[config.mk]
export PLATFORM = sky130hd
export DESIGN_NAME = ddr_channel_arbiter
export DESIGN_NICKNAME = d
export VERILOG_FILES = /design/src/rtl/ddr_channel_arbiter.sv
export SDC_FILE = /design/constraint.sdc
export NUM_CORES = 1
export LEC_CHECK = 0
export BUFFER_PORTS_ARGS = -buffer_cell sky130_fd_sc_hd__buf_2
export CELL_PAD_IN_SITES_DETAIL_PLACEMENT = 1
export CELL_PAD_IN_SITES_GLOBAL_PLACEMENT = 1
export CORE_AREA = 2 2 584 586
export DETAILED_ROUTE_END_ITERATION = 8
export DIE_AREA = 0 0 586 588
export GPL_ROUTABILITY_DRIVEN = 0
export PLACE_DENSITY = 0.3
export SLEW_MARGIN = 20
export SYNTH_ARGS = -nofsm -noshare
export SYNTH_HDL_FRONTEND = slang
export SYNTH_SLANG_ARGS = --single-unit
[constraint.sdc]
create_clock -name clock -period 2.6 [get_ports clock]
set_input_delay 0.39 -clock clock [delete_from_list [all_inputs] [get_ports clock]]
set_output_delay 0.39 -clock clock [all_outputs]
set_load 0.01 [all_outputs]
[src/rtl/ddr_channel_arbiter.sv]
// Fixed-priority (store > load > fetch) front end that serialises three core channels onto one DDR request bus.
// Optional watchdog on the WAIT state is compiled in with `define DDR_ARB_TIMEOUT_EN.
module ddr_channel_arbiter #(
   parameter int INDEX_W        = 19,
   parameter int TIMEOUT_CYCLES = 1024
) (
   input  logic               clock,
   input  logic               reset,
   input  logic               pc_req,
   input  logic [INDEX_W-1:0] pc_index,
   output logic               pc_done,
   output logic [511:0]       pc_rdata,
   input  logic               opload_req,
   input  logic [INDEX_W-1:0] opload_index,
   output logic               opload_done,
   output logic [63:0]        opload_rdata,
   input  logic               opstore_req,
   input  logic [INDEX_W-1:0] opstore_index,
   input  logic [63:0]        opstore_wmask,
   input  logic [63:0]        opstore_wdata,
   output logic               opstore_done,
   output logic               ddr_chip_enable,
   output logic [INDEX_W-1:0] ddr_index,
   output logic               ddr_write_enable,
   output logic               ddr_burst_mode,
   output logic [63:0]        ddr_opstore_write_mask,
   output logic [63:0]        ddr_opstore_write_data,
   input  logic [63:0]        ddr_opload_read_data,
   input  logic [511:0]       ddr_pc_read_inst,
   input  logic               ddr_operation_done,
   input  logic               ddr_ready,
   output logic               busy,
   output logic               timeout_err
);

   typedef enum logic [1:0] {IDLE, ISSUE, WAIT, RESP} state_t;
   typedef enum logic [1:0] {G_NONE, G_STORE, G_LOAD, G_PC} grant_t;

   state_t             state, state_next;
   grant_t             grant, grant_next;
   logic [INDEX_W-1:0] issue_index;
   logic [63:0]        issue_mask, issue_data;
   logic               capture, enter_resp, timeout_hit;

`ifdef DDR_ARB_TIMEOUT_EN
   localparam int CNT_W = $clog2(TIMEOUT_CYCLES + 1);
   logic [CNT_W-1:0] wait_cnt;

   assign timeout_hit = (state == WAIT) && !ddr_operation_done &&
                        (wait_cnt == CNT_W'(TIMEOUT_CYCLES - 1));

   always_ff @(posedge clock) begin
      if (reset) begin
         wait_cnt    <= '0;
         timeout_err <= 1'b0;
      end else begin
         if (state == ISSUE)
            wait_cnt <= '0;
         else if (state == WAIT)
            wait_cnt <= wait_cnt + CNT_W'(1);
         if (timeout_hit)
            timeout_err <= 1'b1;
      end
   end
`else
   assign timeout_hit = 1'b0;
   // Constant 0: the watchdog is compiled out, so the limit can never be reached.
   assign timeout_err = (TIMEOUT_CYCLES < 0);
`endif

   always_ff @(posedge clock) begin
      if (reset) begin
         state <= IDLE;
         grant <= G_NONE;
      end else begin
         state <= state_next;
         grant <= grant_next;
      end
   end

   always_comb begin
      state_next  = state;
      grant_next  = grant;
      issue_index = '0;
      issue_mask  = '0;
      issue_data  = '0;
      capture     = 1'b0;
      case (state)
         IDLE: begin
            if (ddr_ready) begin
               if (opstore_req) begin
                  grant_next  = G_STORE;
                  issue_index = opstore_index;
                  issue_mask  = opstore_wmask;
                  issue_data  = opstore_wdata;
                  state_next  = ISSUE;
               end else if (opload_req) begin
                  grant_next  = G_LOAD;
                  issue_index = opload_index;
                  state_next  = ISSUE;
               end else if (pc_req) begin
                  grant_next  = G_PC;
                  issue_index = pc_index;
                  state_next  = ISSUE;
               end
            end
         end
         // Responder cannot answer in the strobe cycle, so done is not looked at here.
         ISSUE: state_next = WAIT;
         WAIT: begin
            if (ddr_operation_done) begin
               capture    = 1'b1;
               state_next = RESP;
            end else if (timeout_hit) begin
               state_next = RESP;
            end
         end
         RESP:    state_next = IDLE;
         default: state_next = IDLE;
      endcase
   end

   assign enter_resp = (state == WAIT) && (state_next == RESP);

   always_ff @(posedge clock) begin
      if (reset) begin
         ddr_chip_enable        <= 1'b0;
         busy                   <= 1'b0;
         pc_done                <= 1'b0;
         opload_done            <= 1'b0;
         opstore_done           <= 1'b0;
         ddr_index              <= '0;
         ddr_write_enable       <= 1'b0;
         ddr_burst_mode         <= 1'b0;
         ddr_opstore_write_mask <= '0;
         ddr_opstore_write_data <= '0;
         pc_rdata               <= '0;
         opload_rdata           <= '0;
      end else begin
         ddr_chip_enable <= (state_next == ISSUE);
         busy            <= (state_next != IDLE);
         opstore_done    <= enter_resp && (grant == G_STORE);
         opload_done     <= enter_resp && (grant == G_LOAD);
         pc_done         <= enter_resp && (grant == G_PC);
         // Request fields stay frozen from the strobe until the next grant.
         if (state == IDLE && state_next == ISSUE) begin
            ddr_index              <= issue_index;
            ddr_write_enable       <= (grant_next == G_STORE);
            ddr_burst_mode         <= (grant_next == G_PC);
            ddr_opstore_write_mask <= issue_mask;
            ddr_opstore_write_data <= issue_data;
         end
         if (capture && grant == G_PC)
            pc_rdata <= ddr_pc_read_inst;
         if (capture && grant == G_LOAD)
            opload_rdata <= ddr_opload_read_data;
      end
   end

endmodule

# After elaboration in Yosys (flattened, before gate mapping)
# Cells that the tools add are included.
# totals
regBits	734
latchBits	0
ramBits	0
romBits	0
n_memories	0
# op_classes
addsub	0
mul	0
div	0
n_lt_le_gt_ge	0
eq_ne	10
shifts	0
muxes	24
n_bitwise	0
n_reduce_logical	9
# op_table
cell	n
64-bit two-way mux	6
19-bit two-way mux	5
2-bit two-way mux	10
2-bit == test (second input constant)	6
2-bit by 1-bit == test with 1-bit output (second input constant)	4
2-bit one-hot mux with 4 select lines	1
1-bit logical AND	7
2-bit logical NOT	1
1-bit two-way mux	2
2-bit nonzero test	1

# Depth between registers and ports, before layout
# Gate-level depths: netlist (run 1).
# logic_depth
word_depth	8
depth_mapped	10
ltp_nobuf	6

# Worst setup path before layout (run 1)
# No wires, ideal clock.
# synth_timing
path_type	reg-to-reg
from	register state[1]
to	register ddr_burst_mode
setup_ns	0.070
t_arrival_ns	1.698
required_time_ns	2.530
slack_ns	0.832
path_stages_with_launch	8
period_less_slack_ns	1.768
cell_sequence	dfxtp_1 inv_1 ha_1 buf_4 and4b_1 nor4_4 or3b_1 a21oi_1
# synth_between
elab_chain_cells	7
# synth_rtl
item	line	text
start, declared	39	state_t state, state_next;
start signal, assigned	76	state <= state_next;
2-bit two-way mux	101	end else if (pc_req) begin
2-bit two-way mux	97	end else if (opload_req) begin
2-bit two-way mux	91	if (opstore_req) begin
2-bit two-way mux	90	if (ddr_ready) begin
2-bit one-hot mux with 4 select lines	88	case (state)
2-bit by 1-bit == test with 1-bit output	146	if (state == IDLE && state_next == ISSUE) begin
1-bit logical AND	146	
end signal, assigned	149	ddr_burst_mode <= (grant_next == G_PC);
end, declared	25	output logic ddr_burst_mode,
# Several ways; a longest one is shown, not always the timed one.
# A chain may end at the register's enable or synchronous reset.

# Final worst setup path (run 1)
# layout_timing
from	register state[0]
to	register pc_rdata[490]
# layout_between
elab_chain_cells	3
# layout_rtl
item	line	text
2-bit == test	88	
1-bit two-way mux	88	
1-bit logical AND	153	if (capture && grant == G_PC)
end signal, assigned	154	pc_rdata <= ddr_pc_read_inst;
end, declared	12	output logic [511:0] pc_rdata,
# No other way between the ends.

==> qor_table.md, run 1 <==
| Quantity | Reported | Unit |
|:---|:---|:---|
| Status | finished clean | - |
| Top sig layer | met5 | - |
| Overall die height | 588 | um |
| Maximum number of buffers from clock root to sink | 4 | - |
| Internal power consumption | 21.9 | mW |
| Synth-to-Final Area Change | 93.9 | % |
| Sequential cell area in the final layout | 14,700 | um2 |
| Maximum VDD drop | 0.518 | mV |
| Num Clock Sinks | 734 | - |
| Crit Path Category | reg -> reg | - |
| Final Max Tran Viols | 0 | - |
| Worst-skew pair later-pin latency | 0.87 | ns |
| DRC violation count after routing | 0 | - |
| Max transition margin | 0.432 | - |
| Starting DRT DRC Count | 1,393 | - |
| Clk pin slew, worst setup/hold paths | 0.07 | ns |
| Class of the most critical hold timing path | in -> reg | - |
| TritonCTS clock tree | built | - |
| Period utilisation layout | 0.910 | - |
| Met2 wire length | 114,000 | um |
| Final hold viol count | 0 | - |
| Most common library cell in the layout ignoring fill and taps | buf_2 | - |
| Top Ports | 1,499 | - |
| Multi-input logic area | 10,100 | um2 |
| Final wirelength | 239,000 | um |
| Share of synthesized area occupied by flip-flops and latches | 0.564 | - |
| #FFs+latches synth | 734 | - |
| Hpwl dp | 198,000 | um |
| Data arrival at the endpoint of the critical path | 3.12 | ns |
| Total global routing overflow | 0 | - |
| Vias after detailed routing | 32,200 | - |
| Post-DRT Antenna Nets | 0 | - |
| Number of CTS-inserted buffers | 110 | - |
| WL met1 | 92,700 | um |
| Number of enable flip-flop cells after synthesis | 0 | - |
| Fraction of power consumed by combinational cells | 0.107 | - |
| Largest net degree at the start of global routing | 86 | - |
| Final Setup Violations | 0 | - |
| Number of max-cap violations | 0 | - |
| Starting density of the core | 0.0770 | - |
| Site Rows | 214 | - |
| Synthesized netlist net count | 4,006 | - |
| Combined global-route utilization of all metal layers | 0.133 | - |
| Initial antenna violation count | 97 | - |
| Power after layout | 29.9 | mW |
| Avg Vias per Cell | 3.19 | - |
| Cell variety after synth | 40 | - |
| Synthesis warning total | 0 | - |
| # fillers | 40,600 | - |
| Upper clock frequency limit | 423 | MHz |
| Top fanout value on the critical path | 11 | - |
| Total number of H-tree levels | 3 | - |
| Gate count after technology mapping | 3,236 | - |
| Setup TNS | 0 | ns |
| Transition at the pin with the smallest max-transition slack | 0.851 | ns |
| Port-buffer cells | 1,497 | - |
| Share of power burned in the clock network | 0.509 | - |
| Core area | 338,000 | um2 |
| Width of the die | 586 | um |
| Routed wire length on met3 | 27,500 | um |
| Post-detailed-route wirelength per cell | 23.6 | um |
| Worst path required time | 3.36 | ns |
| CP Launch Type | register | - |
| Worst clock skew on the final layout | 0.0514 | ns |
| Final min period | 2.37 | ns |
| Share of flip-flops with an asynchronous set or reset | 0 | - |
| Final-stage net count | 6,216 | - |
| First-pass iteration count of the detailed router | 5 | - |
| Number of global-route vias before repair | 34,200 | - |
| Leakage power | 20.4 | nW |
| Kind of capture point of the worst setup path | register | - |
| Mean instance size in the synthesized netlist | 8.05 | um2 |
| Top_reg_cell synth | dfxtp_1 | - |
| Fraction of power spent switching nets | 0.269 | - |
| Clock root cell | clkbuf_16 | - |
| First-pass GRT wire length | 312,000 | um |
| Pwr dens | 592 | nW/um2 |
| Summed instance area of the synthesized netlist | 26,100 | um2 |
| Ratio of cells with drive above 1 in the final layout | 0.324 | - |
| Die Footprint | 345,000 | um2 |
| Switching power of the nets | 8.05 | mW |
| Leading cell types in the layout, fill and taps excluded | 1,496 x buf_2, 1,160 x nand2_1, 736 x dlygate4sd3_1, 733 x dfxtp_1, 581 x a21oi_1 | - |
| Sequential power share | 0.384 | - |
| RSZ-0062 raised after global routing | false | - |
## per-stage QoR
stage / utilization / hold WS, ns / instance area (um2) / worst slack, ns / cells
final: 0.149 / 0.0626 / 50500 / 0.235 / 10100
after global routing: 0.149 / 0.0205 / 50500 / 0.0168 / 10100
after CTS: 0.149 / 0.000693 / 50400 / 0.0334 / 10100
after detailed placement: 0.117 / 0.444 / 39500 / 0.226 / 9134
after global placement: 0.117 / 0.440 / 39500 / 0.247 / 9134
after floorplan: - / 0.468 / 26100 / 0.832 / 3236
## power groups by stage
stage               Combinational [mW]  Sequential, mW  Clock (mW)
global route                      3.46            11.5        16.3
global placement                  2.22            11.7           0
floorplan                        0.770            11.8           0
CTS                               3.30            11.5        16.0
detailed placement                2.22            11.7           0
finish                            3.21            11.5        15.2
## logic make-up after synthesis
family,after synthesis,synth area share
buffers and inverters,285,0.0498
other,1,0.000144
adders and majority gates,2,0.000960
DFF,734,0.564
and+or+nand+nor,1439,0.228
AOI/OAI and AO/OA,775,0.157
## what timing repair did
action	4_1_cts	5_1_grt
setup buffers	0	0
setup endpoints to repair	0	5
hold buffers	736	0
gates resized for setup	0	2
hold endpoints to repair	725	0
## worst max-delay path, stage by stage, from the launching register on
cell	delay, ns
dfxtp_1	0.33
inv_1	0.09
ha_2	0.23
nand3_1	0.22
nor2_4	0.26
buf_12	0.17
buf_4	0.22
nand2_1	0.09
a21oi_1	0.11
dlygate4sd3_1	0.55
## synth_stat cells (2+ instances only)
master,n,area [um2]
inv_1,22,82.6
and4b_1,2,20.0
buf_1,17,63.8
nor2b_1,3,18.8
a22oi_1,2,15.0
nand3_1,127,636
o21ai_0,144,721
nand2b_1,128,801
and4_1,2,17.5
a31oi_1,2,12.5
a21oi_1,581,2910
clkbuf_1,120,450
nor2_1,9,33.8
o32ai_1,18,158
a221o_1,17,170
dfxtp_1,734,14700
buf_2,113,566
nand2_1,1160,4350
o211ai_1,2,15.0
ha_1,2,25.0
buf_4,3,22.5
buf_6,10,113
## sequential cells by signal (all words and copies together), names as in the netlist
register,cells
opload_rdata,64
ddr_write_enable,1
state,2
opload_done,1
grant,2
pc_rdata,512
ddr_chip_enable,1
pc_done,1
ddr_opstore_write_mask,64
ddr_index,19
ddr_opstore_write_data,64
opstore_done,1
ddr_burst_mode,1
busy,1
## worst paths after layout
kind | startpoint | endpoint | slack, ns | depth (start not counted)
setup reg to reg | state[0] | pc_rdata[490] | 0.23 | 9
setup / recovery | state[0] | pc_rdata[490] | 0.23 | 9
hold / removal | opload_index[14] | ddr_index[14] | 0.06 | 4
hold reg to reg | pc_rdata[1] | pc_rdata[1] | 0.45 | 2
## cell type report
class | instances | area share
timing repair buffer | 2361 | 0.323
sequential | 734 | 0.291
multi-input combinational | 2217 | 0.200
tap | 4536 | 0.112
clock buffer | 174 | 0.0646
clock inverter | 21 | 0.00537
antenna | 49 | 0.00243
inverter | 22 | 0.00163
## per-layer routing
metal  global-route usage  vias to the layer above
met3               0.0658                      274
met1                0.147                    15600
met4               0.0297                       26
met2                0.227                     1240
met5                    0                        -
li1                     -                    15100
Power figures use the tool's default switching activity.
==> run 2: changes to the inputs <==
- clock period: 2.6 -> 2.75 ns (I/O delays scaled with it)
==> run 2 against run 1 <==
First-iteration DRC count shrank 11%. Critical endpoint is now ddr_index[17]. Die area unchanged. Utilization decreased by 0.12 points. Hold slack improved by 0.050 ns. Largest power group unchanged. Worst setup slack gained 0.026 ns. Critical path depth is the same. Register-to-register slack improved by 0.03 ns.
==> qor_table.md, run 2 (synthesis results as in run 1) <==
| Quantity | Reported | Unit |
|:---|:---|:---|
| Post-DRT Antenna Nets | 0 | - |
| Maximum number of buffers from clock root to sink | 4 | - |
| Maximum VDD drop | 0.469 | mV |
| Fin Hold WS | 0.113 | ns |
| Hpwl dp | 196,000 | um |
| Starting density of the core | 0.0770 | - |
| Slowest stage cell on the critical path | dlygate4sd3_1 | - |
| Die Footprint | 345,000 | um2 |
| Number of max-cap violations | 0 | - |
| Worst-skew pair later-pin latency | 0.84 | ns |
| Final-stage net count | 6,178 | - |
| Top Ports | 1,499 | - |
| Max transition margin | 0.320 | - |
| Status | finished clean | - |
| Total global routing overflow | 0 | - |
| Final non-filler cell total | 10,000 | - |
| Clock root cell | clkbuf_16 | - |
| Clk pin slew, worst setup/hold paths | 0.06 | ns |
| Total placed instance area | 39,100 | um2 |
| Starting DRT DRC Count | 1,246 | - |
| Class of the most critical hold timing path | in -> reg | - |
| Fraction of power spent switching nets | 0.269 | - |
| Period utilisation layout | 0.905 | - |
| Final wirelength | 239,000 | um |
| RSZ-0062 raised after global routing | false | - |
| Avg Vias per Cell | 3.18 | - |
| Final min period | 2.49 | ns |
| Sequence of cells on the critical path | inv_1, ha_2, nand2_1, o21ai_4, buf_12, nand3b_2, buf_4, o32ai_1, dlygate4sd3_1 | - |
| Leading cell types in the layout, fill and taps excluded | 1,496 x buf_2, 1,160 x nand2_1, 735 x dlygate4sd3_1, 734 x dfxtp_1, 581 x a21oi_1 | - |
| Port-buffer cells | 1,497 | - |
| Pre-CTS setup slack | 0.370 | ns |
| Top fanout value on the critical path | 44 | - |
| Crit Path Category | reg -> reg | - |
| Data arrival at the endpoint of the critical path | 3.27 | ns |
| Synth-to-Final Area Change | 92.4 | % |
| Fraction of power consumed by combinational cells | 0.106 | - |
| Switching power of the nets | 7.69 | mW |
| Sequential cell area in the final layout | 14,700 | um2 |
| Worst path required time | 3.53 | ns |
| # fillers | 40,500 | - |
| Worst clock skew on the final layout | 0.0660 | ns |
| Final Max Tran Viols | 0 | - |
| Flip-flop count of the largest register after layout | 512 | - |
| Largest net degree at the start of global routing | 89 | - |
| Num Clock Sinks | 734 | - |
| Number of global-route vias before repair | 33,800 | - |
| Kind of capture point of the worst setup path | register | - |
| Power after layout | 28.6 | mW |
| Site Rows | 214 | - |
| Share of power burned in the clock network | 0.514 | - |
| First-pass GRT wire length | 312,000 | um |
| Vias after detailed routing | 31,900 | - |
| Post-route design area | 50,100 | um2 |
| Biggest register | pc_rdata | - |
| Smallest setup slack after layout | 0.261 | ns |
| Sequential power share | 0.380 | - |
| First-pass iteration count of the detailed router | 5 | - |
| Placed Cells | 9,094 | - |
| Setup TNS | 0 | ns |
| Pwr dens | 570 | nW/um2 |
| Combined global-route utilization of all metal layers | 0.133 | - |
| Worst reg2reg setup slack | 0.26 | ns |
| Final hold viol count | 0 | - |
| Final core utilization | 0.148 | - |
| Most common library cell in the layout ignoring fill and taps | buf_2 | - |
| CP Launch Type | register | - |
| Overall die height | 588 | um |
| Post-CTS Setup Repair Bufs | 0 | - |
| DRC violation count after routing | 0 | - |
| Core area | 338,000 | um2 |
| Transition at the pin with the smallest max-transition slack | 1.02 | ns |
| Post-detailed-route wirelength per cell | 23.8 | um |
| Multi-input logic area | 10,100 | um2 |
| Ratio of cells with drive above 1 in the final layout | 0.321 | - |
| Final Setup Violations | 0 | - |
| Initial antenna violation count | 94 | - |
| TritonCTS clock tree | built | - |
| Internal power consumption | 20.9 | mW |
| Total number of H-tree levels | 3 | - |
| Upper clock frequency limit | 402 | MHz |
| Number of CTS-inserted buffers | 113 | - |
| Leakage power | 20.2 | nW |
| Peak per-stage delay on the critical path | 0.57 | ns |
| Width of the die | 586 | um |
==> run 2: power by group through the flow <==
stage | Sequential (mW) | Clock [mW] | Combinational (mW)
2_1_floorplan | 11.1 | 0 | 0.728
3_3_place_gp | 11.1 | 0 | 2.08
3_5_place_dp | 11.1 | 0 | 2.09
4_1_cts | 10.9 | 15.4 | 3.11
5_1_grt | 10.9 | 15.8 | 3.26
6_report | 10.9 | 14.7 | 3.02
==> run 2: final cells by class <==
type,count,area share
tap,4536,0.113
antenna,14,0.000699
sequential,734,0.293
clock buffer,167,0.0656
timing repair buffer,2320,0.318
inverter,22,0.00165
clock inverter,24,0.00626
multi-input combinational,2217,0.202
==> run 2: what timing repair did <==
| item | in CTS | in global routing |
|---|---|---|
| hold buffers | 735 | 0 |
| hold endpoints to repair | 723 | 0 |
| gates resized for setup | 0 | 1 |
| endpoints found under the setup margin | 0 | 1 |
==> run 2: routing by layer <==
layer / vias up / routed length (um) / GRT usage
li1: 15000 / - / -
met1: 15400 / 93300 / 0.147
met2: 1180 / 114000 / 0.229
met3: 286 / 26900 / 0.0652
met4: 44 / 4810 / 0.0265
met5: - / 294 / 0
==> run 2: critical path: cells and delay by family (launching register included) <==
family / cells / cell delay, ns
compound gates: 2 / 0.30
fa+ha+maj: 1 / 0.33
flops: 1 / 0.37
simple gates: 2 / 0.26
buf+inv: 4 / 1.14
==> run 2: path summary, 6_finish.rpt <==
| check | from | endpoint | cells after the start |
|---|---|---|---|
| min | reset | ddr_opstore_write_data[58] | 3 |
| min reg2reg | pc_rdata[445] | pc_rdata[445] | 2 |
| max reg2reg | state[1] | ddr_index[17] | 9 |
| max | state[1] | ddr_index[17] | 9 |
==> run 3: changes to the inputs <==
- PLACE_DENSITY: 0.3 -> unset
- PLACE_DENSITY_LB_ADDON: unset -> 0.1
==> run 3 against run 2 <==
Design area up 0.18%. Hold slack worse by 0.070 ns. Combinational power down 2%. Clock skew down 0.0021 ns. Count of clock-buffer cells in the layout up 10. Largest cell class unchanged.
==> qor_table.md, run 3 (synthesis results as in run 1) <==
| Quantity | Reported | Unit |
|:---|:---|:---|
| Status | finished clean | - |
| First-pass iteration count of the detailed router | 4 | - |
| Hpwl dp | 175,000 | um |
| Final min period | 2.30 | ns |
| Leading cell types in the layout, fill and taps excluded | 1,496 x buf_2, 1,160 x nand2_1, 735 x dlygate4sd3_1, 734 x dfxtp_1, 581 x a21oi_1 | - |
| Final hold viol count | 0 | - |
| Post-DRT Antenna Nets | 0 | - |
| Post-detailed-route wirelength per cell | 21.6 | um |
| Synth-to-Final Area Change | 92.7 | % |
| Num Clock Sinks | 734 | - |
| Data arrival at the endpoint of the critical path | 1.89 | ns |
| Final Max Tran Viols | 0 | - |
| Number of global-route vias before repair | 33,500 | - |
| CP Launch Type | register | - |
| Smallest setup slack after layout | 0.446 | ns |
| RSZ-0062 raised after global routing | false | - |
| Clk pin slew, worst setup/hold paths | 0.06 | ns |
| Flip-flop count of the largest register after layout | 512 | - |
| Final Setup Violations | 0 | - |
| Avg Vias per Cell | 3.12 | - |
| Cell family contributing the most delay on the critical path | flip-flops | - |
| Period utilisation layout | 0.838 | - |
| Class of the most critical hold timing path | in -> reg | - |
| Final non-filler cell total | 10,100 | - |
| Worst path required time | 2.34 | ns |
| Crit Path Category | reg -> out | - |
| Upper clock frequency limit | 434 | MHz |
| Placed Cells | 9,097 | - |
| Combined global-route utilization of all metal layers | 0.121 | - |
| Number of CTS-inserted buffers | 113 | - |
| Final wirelength | 218,000 | um |
| Starting DRT DRC Count | 1,063 | - |
| Maximum VDD drop | 0.449 | mV |
| Setup TNS | 0 | ns |
| Kind of capture point of the worst setup path | primary output | - |
| Power after layout | 28.3 | mW |
| Pwr dens | 563 | nW/um2 |
| Die Footprint | 345,000 | um2 |
| Total global routing overflow | 0 | - |
| DRC violation count after routing | 0 | - |
| Top Ports | 1,499 | - |
| Number of buffers and inverters on the critical path | 1 | - |
| Port-buffer cells | 1,497 | - |
| TritonCTS clock tree | built | - |
| Ratio of cells with drive above 1 in the final layout | 0.320 | - |
| Pre-CTS setup slack | 0.366 | ns |
| Final-stage net count | 6,181 | - |
| Clock root cell | clkbuf_16 | - |
| Transition at the pin with the smallest max-transition slack | 0.808 | ns |
| Starting density of the core | 0.0770 | - |
| Most common library cell in the layout ignoring fill and taps | buf_2 | - |
| Largest net degree at the start of global routing | 123 | - |
| First-pass GRT wire length | 290,000 | um |
| Biggest register | pc_rdata | - |
| Width of the die | 586 | um |
| Initial antenna violation count | 119 | - |
| Leakage power | 20.2 | nW |
| Worst clock skew on the final layout | 0.0640 | ns |
| Max transition margin | 0.462 | - |
| Site Rows | 214 | - |
| Peak per-stage delay on the critical path | 0.79 | ns |
| Slowest stage cell on the critical path | dfxtp_1 | - |
| Maximum number of buffers from clock root to sink | 4 | - |
| Top fanout value on the critical path | 2 | - |
| Sequence of cells on the critical path | buf_2 | - |
| Worst-skew pair later-pin latency | 0.85 | ns |
| Post-CTS Setup Repair Bufs | 0 | - |
| Number of max-cap violations | 0 | - |
| Vias after detailed routing | 31,400 | - |
| Core area | 338,000 | um2 |
| Overall die height | 588 | um |
| Total number of H-tree levels | 3 | - |
==> run 3: changes by cell type in the layout (fill, tap and decap cells not counted), moves of 3 or more <==
cell,previous run,this run
clkbuf_1,28,31
diode_2,14,47
bufinv_16,5,1
clkbuf_8,26,33
==> run 3: final timing paths <==
check                                            from            end  slack, ns  depth (start not counted)
worst max-delay path                    pc_rdata[485]  pc_rdata[485]       0.45                          1
worst min-delay path            ddr_pc_read_inst[485]  pc_rdata[485]       0.04                          3
worst max register to register               state[1]   pc_rdata[72]       0.47                          8
worst min register to register          pc_rdata[371]  pc_rdata[371]       0.45                          2
==> run 3: layout make-up <==
class / instances / area (um2)
well taps: 4536 / 5680
multi-input cells: 2217 / 10100
clock inverters: 15 / 170
diodes: 47 / 118
fillers: 40500 / 288000
clock buffers: 177 / 3400
flip-flops and latches: 734 / 14700
inverters: 22 / 82.6
repair buffers: 2323 / 16000
==> run 3: power by group <==
part / internal [mW] / total [mW] / switching [mW] / leakage, nW
combinational: 1.45 / 2.96 / 1.51 / 12.5
clock: 8.49 / 14.5 / 5.99 / 1.76
sequential: 10.8 / 10.9 / 0.0861 / 5.92
==> run 3: routing by layer <==
layer / vias up / share of wire / GRT usage
li1: 15000 / - / -
met1: 14800 / 0.41 / 0.140
met2: 1169 / 0.46 / 0.202
met3: 322 / 0.096 / 0.0474
met4: 60 / 0.033 / 0.0386
met5: - / 0.0019 / 0.00166
==> run 3: what timing repair did <==
action,in CTS,in global routing
endpoints found under the hold margin,721,0
gates resized for setup,0,0
hold buffers,735,0
==> run 3: stage by stage <==
step	util	area, um2	hold WS [ns]
final	0.148	50200	0.0433
after global routing	0.148	50200	0.0230
after CTS	0.148	50100	0.00406
after detailed placement	0.116	39200	0.443
after global placement	0.116	39200	0.438
after floorplan	-	26100	0.476
